`config.mk`:
```
export PLATFORM = sky130hd
export DESIGN_NAME = systolic_result_drain_flat
export DESIGN_NICKNAME = d
export VERILOG_FILES = /design/src/rtl/systolic_result_drain_pkg.sv /design/src/rtl/systolic_result_drain_if.sv /design/src/rtl/systolic_result_drain_buf.sv /design/src/rtl/systolic_result_drain.sv /design/src/flat_wrapper.sv
export SDC_FILE = /design/constraint.sdc
export NUM_CORES = 1
export LEC_CHECK = 0
export ABC_AREA = 1
export CELL_PAD_IN_SITES_DETAIL_PLACEMENT = 1
export CELL_PAD_IN_SITES_GLOBAL_PLACEMENT = 1
export CORE_UTILIZATION = 41
export CTS_BUF_LIST = sky130_fd_sc_hd__clkbuf_8 sky130_fd_sc_hd__clkbuf_16
export DETAILED_ROUTE_END_ITERATION = 12
export PLACE_DENSITY = 0.84
export SLEW_MARGIN = 10
export SYNTH_ARGS = -nofsm -noshare
export SYNTH_HDL_FRONTEND = slang
export SYNTH_SLANG_ARGS = --single-unit
```
`constraint.sdc`:
```
create_clock -name clk -period 92 [get_ports clk]
set_input_delay 18.4 -clock clk [delete_from_list [all_inputs] [get_ports clk]]
set_output_delay 18.4 -clock clk [all_outputs]
set_load 0.005 [all_outputs]
```
`src/rtl/systolic_result_drain_pkg.sv`:
```
// Shared constants and FSM state type for the systolic result drain.
// Row/column indices are slices of the word index, so SYS_N must be a power of two.
package systolic_pkg;

    localparam int SYS_N     = 4;
    localparam int SYS_ACC_W = 32;
    localparam int SYS_WORDS = SYS_N * SYS_N;
    localparam int SYS_RC_W  = $clog2(SYS_N);
    localparam int SYS_IDX_W = 2 * SYS_RC_W;
    localparam int SYS_Y_W   = SYS_WORDS * SYS_ACC_W;

    typedef enum logic {
        DR_IDLE,
        DR_STREAM
    } drain_state_t;

endpackage

```
`src/rtl/systolic_result_drain_if.sv`:
```
// Word stream from the result drain to the host.
// Master drives data, valid, last and indices. Slave drives ready.
interface systolic_result_drain_if
    import systolic_pkg::*;
#(
    parameter int ACC_W = SYS_ACC_W,
    parameter int RC_W  = SYS_RC_W
);

    logic signed [ACC_W-1:0] out_data;
    logic                    out_valid;
    logic                    out_ready;
    logic                    out_last;
    logic        [RC_W-1:0]  out_row;
    logic        [RC_W-1:0]  out_col;

    modport master (
        output out_data,
        output out_valid,
        output out_last,
        output out_row,
        output out_col,
        input  out_ready
    );

    modport slave (
        input  out_data,
        input  out_valid,
        input  out_last,
        input  out_row,
        input  out_col,
        output out_ready
    );

endinterface

```
`src/rtl/systolic_result_drain_buf.sv`:
```
// result_word_buf: one captured N*N-word result frame with a word-select mux.
// Word 0 (C[0][0]) lives in the most significant slice, matching the array's y bus.
module result_word_buf
    import systolic_pkg::*;
#(
    parameter int N     = SYS_N,
    parameter int ACC_W = SYS_ACC_W
) (
    input  logic                        clk,
    input  logic                        load,
    input  logic [N*N*ACC_W-1:0]        d,
    input  logic [$clog2(N*N)-1:0]      idx,
    output logic [N*N*ACC_W-1:0]        q,
    output logic [ACC_W-1:0]            word
);

    localparam int WORDS = N * N;

    // NOTE: the data store has no reset; its contents only matter while a valid flag
    // (kept in the parent) says so, and leaving it unreset keeps it plain flops.
    always_ff @(posedge clk) begin
        if (load) begin
            q <= d;
        end
    end

    assign word = q[(WORDS - 1 - int'(idx)) * ACC_W +: ACC_W];

endmodule

```
`src/rtl/systolic_result_drain.sv`:
```
// systolic_result_drain: captures y on a done_matrix_mult rising edge, streams it row-major.
// Define SYS_DRAIN_DBUF_EN to add a pending frame buffer that absorbs one early capture.
module systolic_result_drain
    import systolic_pkg::*;
#(
    parameter int N     = SYS_N,
    parameter int ACC_W = SYS_ACC_W
) (
    input  logic                   clk,
    input  logic                   reset,
    input  logic                   done_matrix_mult,
    input  logic [N*N*ACC_W-1:0]   y,
    systolic_result_drain_if.master stream,
    output logic                   busy,
    output logic                   overrun_err,
    input  logic                   err_clr
);

    localparam int WORDS = N * N;
    localparam int RC_W  = $clog2(N);
    localparam int IDX_W = 2 * RC_W;
    localparam int Y_W   = WORDS * ACC_W;
    localparam logic [IDX_W-1:0] LAST_IDX = IDX_W'(WORDS - 1);

    drain_state_t     state;
    logic             done_q;
    logic             out_valid_q;
    logic [IDX_W-1:0] idx;

    logic             cap;
    logic             accept;
    logic             final_acc;
    logic             load_active;
    logic             load_pending;
    logic             cap_lost;
    logic             pending_valid;
    logic [Y_W-1:0]   active_d;
    logic [ACC_W-1:0] active_word;
    logic [Y_W-1:0]   unused_active_q;

    assign cap       = done_matrix_mult && !done_q;
    assign accept    = out_valid_q && stream.out_ready;
    assign final_acc = accept && (idx == LAST_IDX);

    result_word_buf #(
        .N     (N),
        .ACC_W (ACC_W)
    ) u_active_buf (
        .clk  (clk),
        .load (load_active),
        .d    (active_d),
        .idx  (idx),
        .q    (unused_active_q),
        .word (active_word)
    );

`ifdef SYS_DRAIN_DBUF_EN
    logic [Y_W-1:0]   pending_q;
    logic [ACC_W-1:0] unused_pending_word;

    result_word_buf #(
        .N     (N),
        .ACC_W (ACC_W)
    ) u_pending_buf (
        .clk  (clk),
        .load (load_pending),
        .d    (y),
        .idx  ('0),
        .q    (pending_q),
        .word (unused_pending_word)
    );

    // On the final accept the active buffer frees up: a parked frame moves in and a
    // same-cycle capture takes its place in the pending slot.
    // NOTE: every output of a combinational block gets a default first, so no path
    // leaves it unassigned and no latch is inferred.
    always_comb begin
        load_active  = 1'b0;
        load_pending = 1'b0;
        active_d     = y;
        if (state == DR_IDLE) begin
            load_active = cap;
        end else if (final_acc) begin
            if (pending_valid) begin
                load_active  = 1'b1;
                active_d     = pending_q;
                load_pending = cap;
            end else begin
                load_active = cap;
            end
        end else begin
            load_pending = cap && !pending_valid;
        end
    end

    always_ff @(posedge clk) begin
        if (reset) begin
            pending_valid <= 1'b0;
        end else if (final_acc && pending_valid) begin
            pending_valid <= cap;
        end else if (load_pending) begin
            pending_valid <= 1'b1;
        end
    end
`else
    assign pending_valid = 1'b0;
    assign load_pending  = 1'b0;
    assign active_d      = y;
    assign load_active   = cap && ((state == DR_IDLE) || final_acc);
`endif

    // A capture while streaming survives only if it lands on the final accept
    // or finds the pending slot free.
    assign cap_lost = cap && (state == DR_STREAM) && !final_acc && !load_pending;

    // done_q resets high so a done level already present at reset release is not an edge.
    // NOTE: sequential state uses non-blocking assignments so every flop samples
    // pre-edge values regardless of statement order.
    always_ff @(posedge clk) begin
        if (reset) begin
            state       <= DR_IDLE;
            done_q      <= 1'b1;
            out_valid_q <= 1'b0;
            idx         <= '0;
            overrun_err <= 1'b0;
        end else begin
            done_q <= done_matrix_mult;

            if (cap_lost) begin
                overrun_err <= 1'b1;
            end else if (err_clr) begin
                overrun_err <= 1'b0;
            end

            case (state)
                DR_IDLE: begin
                    if (cap) begin
                        state       <= DR_STREAM;
                        out_valid_q <= 1'b1;
                        idx         <= '0;
                    end
                end
                DR_STREAM: begin
                    if (accept) begin
                        if (idx == LAST_IDX) begin
                            idx <= '0;
                            if (!load_active) begin
                                state       <= DR_IDLE;
                                out_valid_q <= 1'b0;
                            end
                        end else begin
                            idx <= idx + 1'b1;
                        end
                    end
                end
                default: begin
                    state       <= DR_IDLE;
                    out_valid_q <= 1'b0;
                    idx         <= '0;
                end
            endcase
        end
    end

    assign stream.out_valid = out_valid_q;
    assign stream.out_data  = out_valid_q ? active_word : '0;
    assign stream.out_last  = out_valid_q && (idx == LAST_IDX);
    assign stream.out_row   = idx[IDX_W-1:RC_W];
    assign stream.out_col   = idx[RC_W-1:0];

    assign busy = (state == DR_STREAM) || pending_valid;

endmodule
```
`src/flat_wrapper.sv`:
```
// flat-port wrapper written by rule: the top's interface ports become plain ports
module systolic_result_drain_flat import systolic_pkg::*;
#(
    parameter int N     = SYS_N,
    parameter int ACC_W = SYS_ACC_W
)
  (clk, reset, done_matrix_mult, y, busy, overrun_err, err_clr, stream_out_data, stream_out_valid, stream_out_last, stream_out_row, stream_out_col, stream_out_ready);
  systolic_result_drain_if #(.ACC_W(ACC_W)) stream_i ();
  input  logic clk;
  input  logic reset;
  input  logic done_matrix_mult;
  input  logic [N*N*ACC_W-1:0] y;
  output logic busy;
  output logic overrun_err;
  input  logic err_clr;
  output wire logic [$bits(stream_i.out_data)-1:0] stream_out_data;
  output wire logic [$bits(stream_i.out_valid)-1:0] stream_out_valid;
  output wire logic [$bits(stream_i.out_last)-1:0] stream_out_last;
  output wire logic [$bits(stream_i.out_row)-1:0] stream_out_row;
  output wire logic [$bits(stream_i.out_col)-1:0] stream_out_col;
  input wire logic [$bits(stream_i.out_ready)-1:0] stream_out_ready;
  assign stream_out_data = stream_i.out_data;
  assign stream_out_valid = stream_i.out_valid;
  assign stream_out_last = stream_i.out_last;
  assign stream_out_row = stream_i.out_row;
  assign stream_out_col = stream_i.out_col;
  assign stream_i.out_ready = stream_out_ready;
  systolic_result_drain #(.N(N), .ACC_W(ACC_W)) u_core (.clk(clk), .reset(reset), .done_matrix_mult(done_matrix_mult), .y(y), .stream(stream_i), .busy(busy), .overrun_err(overrun_err), .err_clr(err_clr));
endmodule
```
==> results_dict.tcl <==
set metrics [dict create \
    drt-total-wl_mm 82.13 \
    crit_path_frequent_cell "nand2_1" \
    drt_pass1_iterations 5 \
    ys_seq_area_share_pct 69.42 \
    hold_viol_final 0 \
    drv_cap 0 \
    rsz0062_at_grt "no" \
    tns_ps 0 \
    synth_area_um2 22380 \
    ys.flop_type "edfxtp_1" \
    dp_cells 3341 \
    ios 557 \
    clk_latency_ps 610 \
    nNetsFinal 3220 \
    finalSetupViolations 0 \
    fillCellCount 5833 \
    final_area_um2 30170 \
    rows 85 \
    critPathArrivalTime_ps 4960 \
    post-cts-setup-buffers 0 \
    power_density_nw_per_um2 17.70 \
    io_buffers 556 \
    die_area_um2 55520 \
    yosysWarningCount 0 \
    cts_buffer_depth 3 \
    viasPerCell 5.074 \
    status "finished clean" \
    clockRootBuffer "clkbuf_16" \
    drive_gt1_share_pct 3.713 \
    cp_slowest_stage_delay_ps 860 \
    grt.overflow.total 0 \
    slew_viol_final 0 \
    path_cells "inv_8 > buf_4 > buf_4 > nand2_1 > nand2_1 > nand2_1 > nand3_1 > nand3_1 > a21oi_1 > clkdlybuf4s50_1" \
    synth_cell_type_count 19 \
    cp_top_family "buffers and inverters" \
    hold_buffers 0 \
    dp_hpwl_mm 57.26 \
    synth_area_leaders "edfxtp_1 69%, nand2_1 15%, inv_1 6.1%, nand3_1 5.8%, buf_2 1.3%" \
    path_clk_slew_ps 60 \
    yosysMostFrequentCell "nand2_1" \
    critPathSlowestCell "buf_4" \
    register_area_um2 15540 \
    relSlewSlack_pct 25.27 \
    fin_crit_ps 23360 \
    track_usage_pct 29.35 \
    multiInputGateArea_um2 4870 \
    syn-instance-count 2177 \
    die_h_um 235.6 \
    required_ps 73600 \
    final_util_pct 55.95 \
    gp_congestion 0.8675 \
    synthArstFlopShare_pct 0 \
    cts_num_sinks 520 \
    antenna_found_initial 24 \
    cts-buffers-inserted 55 \
    syn-num-nets 2695 \
    drcViolationCount 0 \
    grt_pass1_vias 19160 \
    core_area_um2 53920 \
    fp.dieW_um 235.6 \
    holdCritPathClass "reg -> reg" \
    period_share_pct 25.39 \
    skew_ps 22.35 \
    grt_first_pass_wirelength_mm 119.2 \
    cts_max_level 2 \
    worst_pin_slew_ps 1121 \
    synth-seq-cells 520 \
    dp_slack_ps 69280 \
    ant_nets 0 \
    drtIter0Drc 1222 \
    synthToLayoutAreaGrowth_pct 34.81 \
    crit_fanout 105 \
    initial_core_util_pct 41.50 \
    wl_per_cell_um 23.67 \
    synth_edf_count 512 \
    synth_commonest_cells "878 x nand2_1, 512 x edfxtp_1, 362 x inv_1" \
    critPathLaunchType "flip-flop" \
    vias 17600 \
    power.leakage_uw 0.01252 \
    placed_area_um2 28380 \
    grt_max_degree 197 \
    cp_num_buf_inv 4 \
    synth.top_cell.area_share_pct 68.71 \
    cts_resized 0 \
    avgSynthCellArea_um2 10.28 \
    worst-setup-path-type "reg -> out" \
    worstSetupEndpointType "primary output" \
    synth_area_leader_cell "edfxtp_1" \
    max_freq_mhz 42.81 \
    cts_tree "done" \
    instances_no_fill 3469 \
    vdd_drop_max_uv 16.77 \
    fin_ws_ps 68640 \
]
==> where the power goes <==
part           total (uW)  switching (uW)  leakage, uW  internal [uW]
combinational        46.1            21.3      0.00688           24.8
sequential            271            2.67      0.00476            269
clock                 217            94.5     0.000884            122
==> state kept, by name, indices dropped and copies added (netlist names) <==
name and count:
u_core.busy 1, u_core.u_active_buf.q 512, u_core.idx 4, u_core.overrun_err 1, u_core.done_q 1, u_core.stream.out_valid 1
==> layer usage <==
metal | GRT usage, % | vias to the layer above | part of all wire [%]
met5 | 0 | - | 0
li1 | - | 8022 | -
met1 | 33.18 | 8733 | 37
met2 | 51.84 | 680 | 51
met4 | 16.34 | 0 | 5.3
met3 | 5.851 | 168 | 6.2
==> path summary, 6_finish.rpt <==
path / start / endpoint / slack (ps) / cells after the start
max reg2reg: u_core.idx[0]$_SDFFE_PP0P_ / u_core.u_active_buf.q[258]$_DFFE_PP_ / 88010 / 7
max: u_core.idx[0]$_SDFFE_PP0P_ / stream_out_data[10] / 68640 / 10
min reg2reg: u_core.overrun_err$_SDFFE_PP0P_ / u_core.overrun_err$_SDFFE_PP0P_ / 530 / 2
min: u_core.overrun_err$_SDFFE_PP0P_ / u_core.overrun_err$_SDFFE_PP0P_ / 530 / 2
==> tightest hold or removal path, cell delays in order (launching register included) <==
cell and delay, ps:
dfxtp_1 320, nand2_1 80, a21oi_1 80
==> stage by stage <==
| step | hold WS [ps] | total power [uW] |
|---|---|---|
| floorplan | 453.6 | 299.2 |
| finish | 530.8 | 533.9 |
| CTS | 529.6 | 537.4 |
| global route | 547.3 | 548.9 |
| global placement | 459.6 | 319.7 |
| detailed placement | 495.1 | 321.8 |
==> placed cells by master (no fill, tap or decap), drive strengths merged <==
| cell type | synthesis | routed |
|---|---|---|
| diode | 0 | 26 |
| clkbuf | 14 | 55 |
| nand2 | 878 | 878 |
| a21oi | 37 | 37 |
| nor2 | 8 | 8 |
| clkdlybuf4s50 | 0 | 556 |
| ha | 1 | 1 |
| clkinvlp | 0 | 1 |
| edfxtp | 512 | 512 |
| buf | 90 | 16 |
| nand3 | 259 | 259 |
| inv | 364 | 375 |
| dfxtp | 8 | 8 |
| o21ai | 3 | 3 |
| bufinv | 0 | 5 |
| nor3b | 1 | 1 |
| clkinv | 0 | 30 |
| nor3 | 2 | 2 |
==> logic make-up (layout without fill, tap and decap cells) <==
group	count (synthesis)	after routing	share of synthesized area, %
AO/OA/AOI/OAI	40	40	0.8946
adder cells (fa/ha/maj)	1	1	0.05590
buffers and inverters	468	1038	8.851
flip-flops	520	520	69.42
other	0	26	0
AND/OR/NAND/NOR	1148	1148	20.78
==> final cells by class <==
class                      instances  area share [%]
inverter                         364           4.562
clock buffer                      55           4.562
sequential                       520           51.53
tap                              696           2.887
clock inverter                    47           1.132
multi-input combinational       1189           16.14
timing repair buffer             572           18.97
antenna                           26          0.2157
Power figures use the tool's default switching activity.
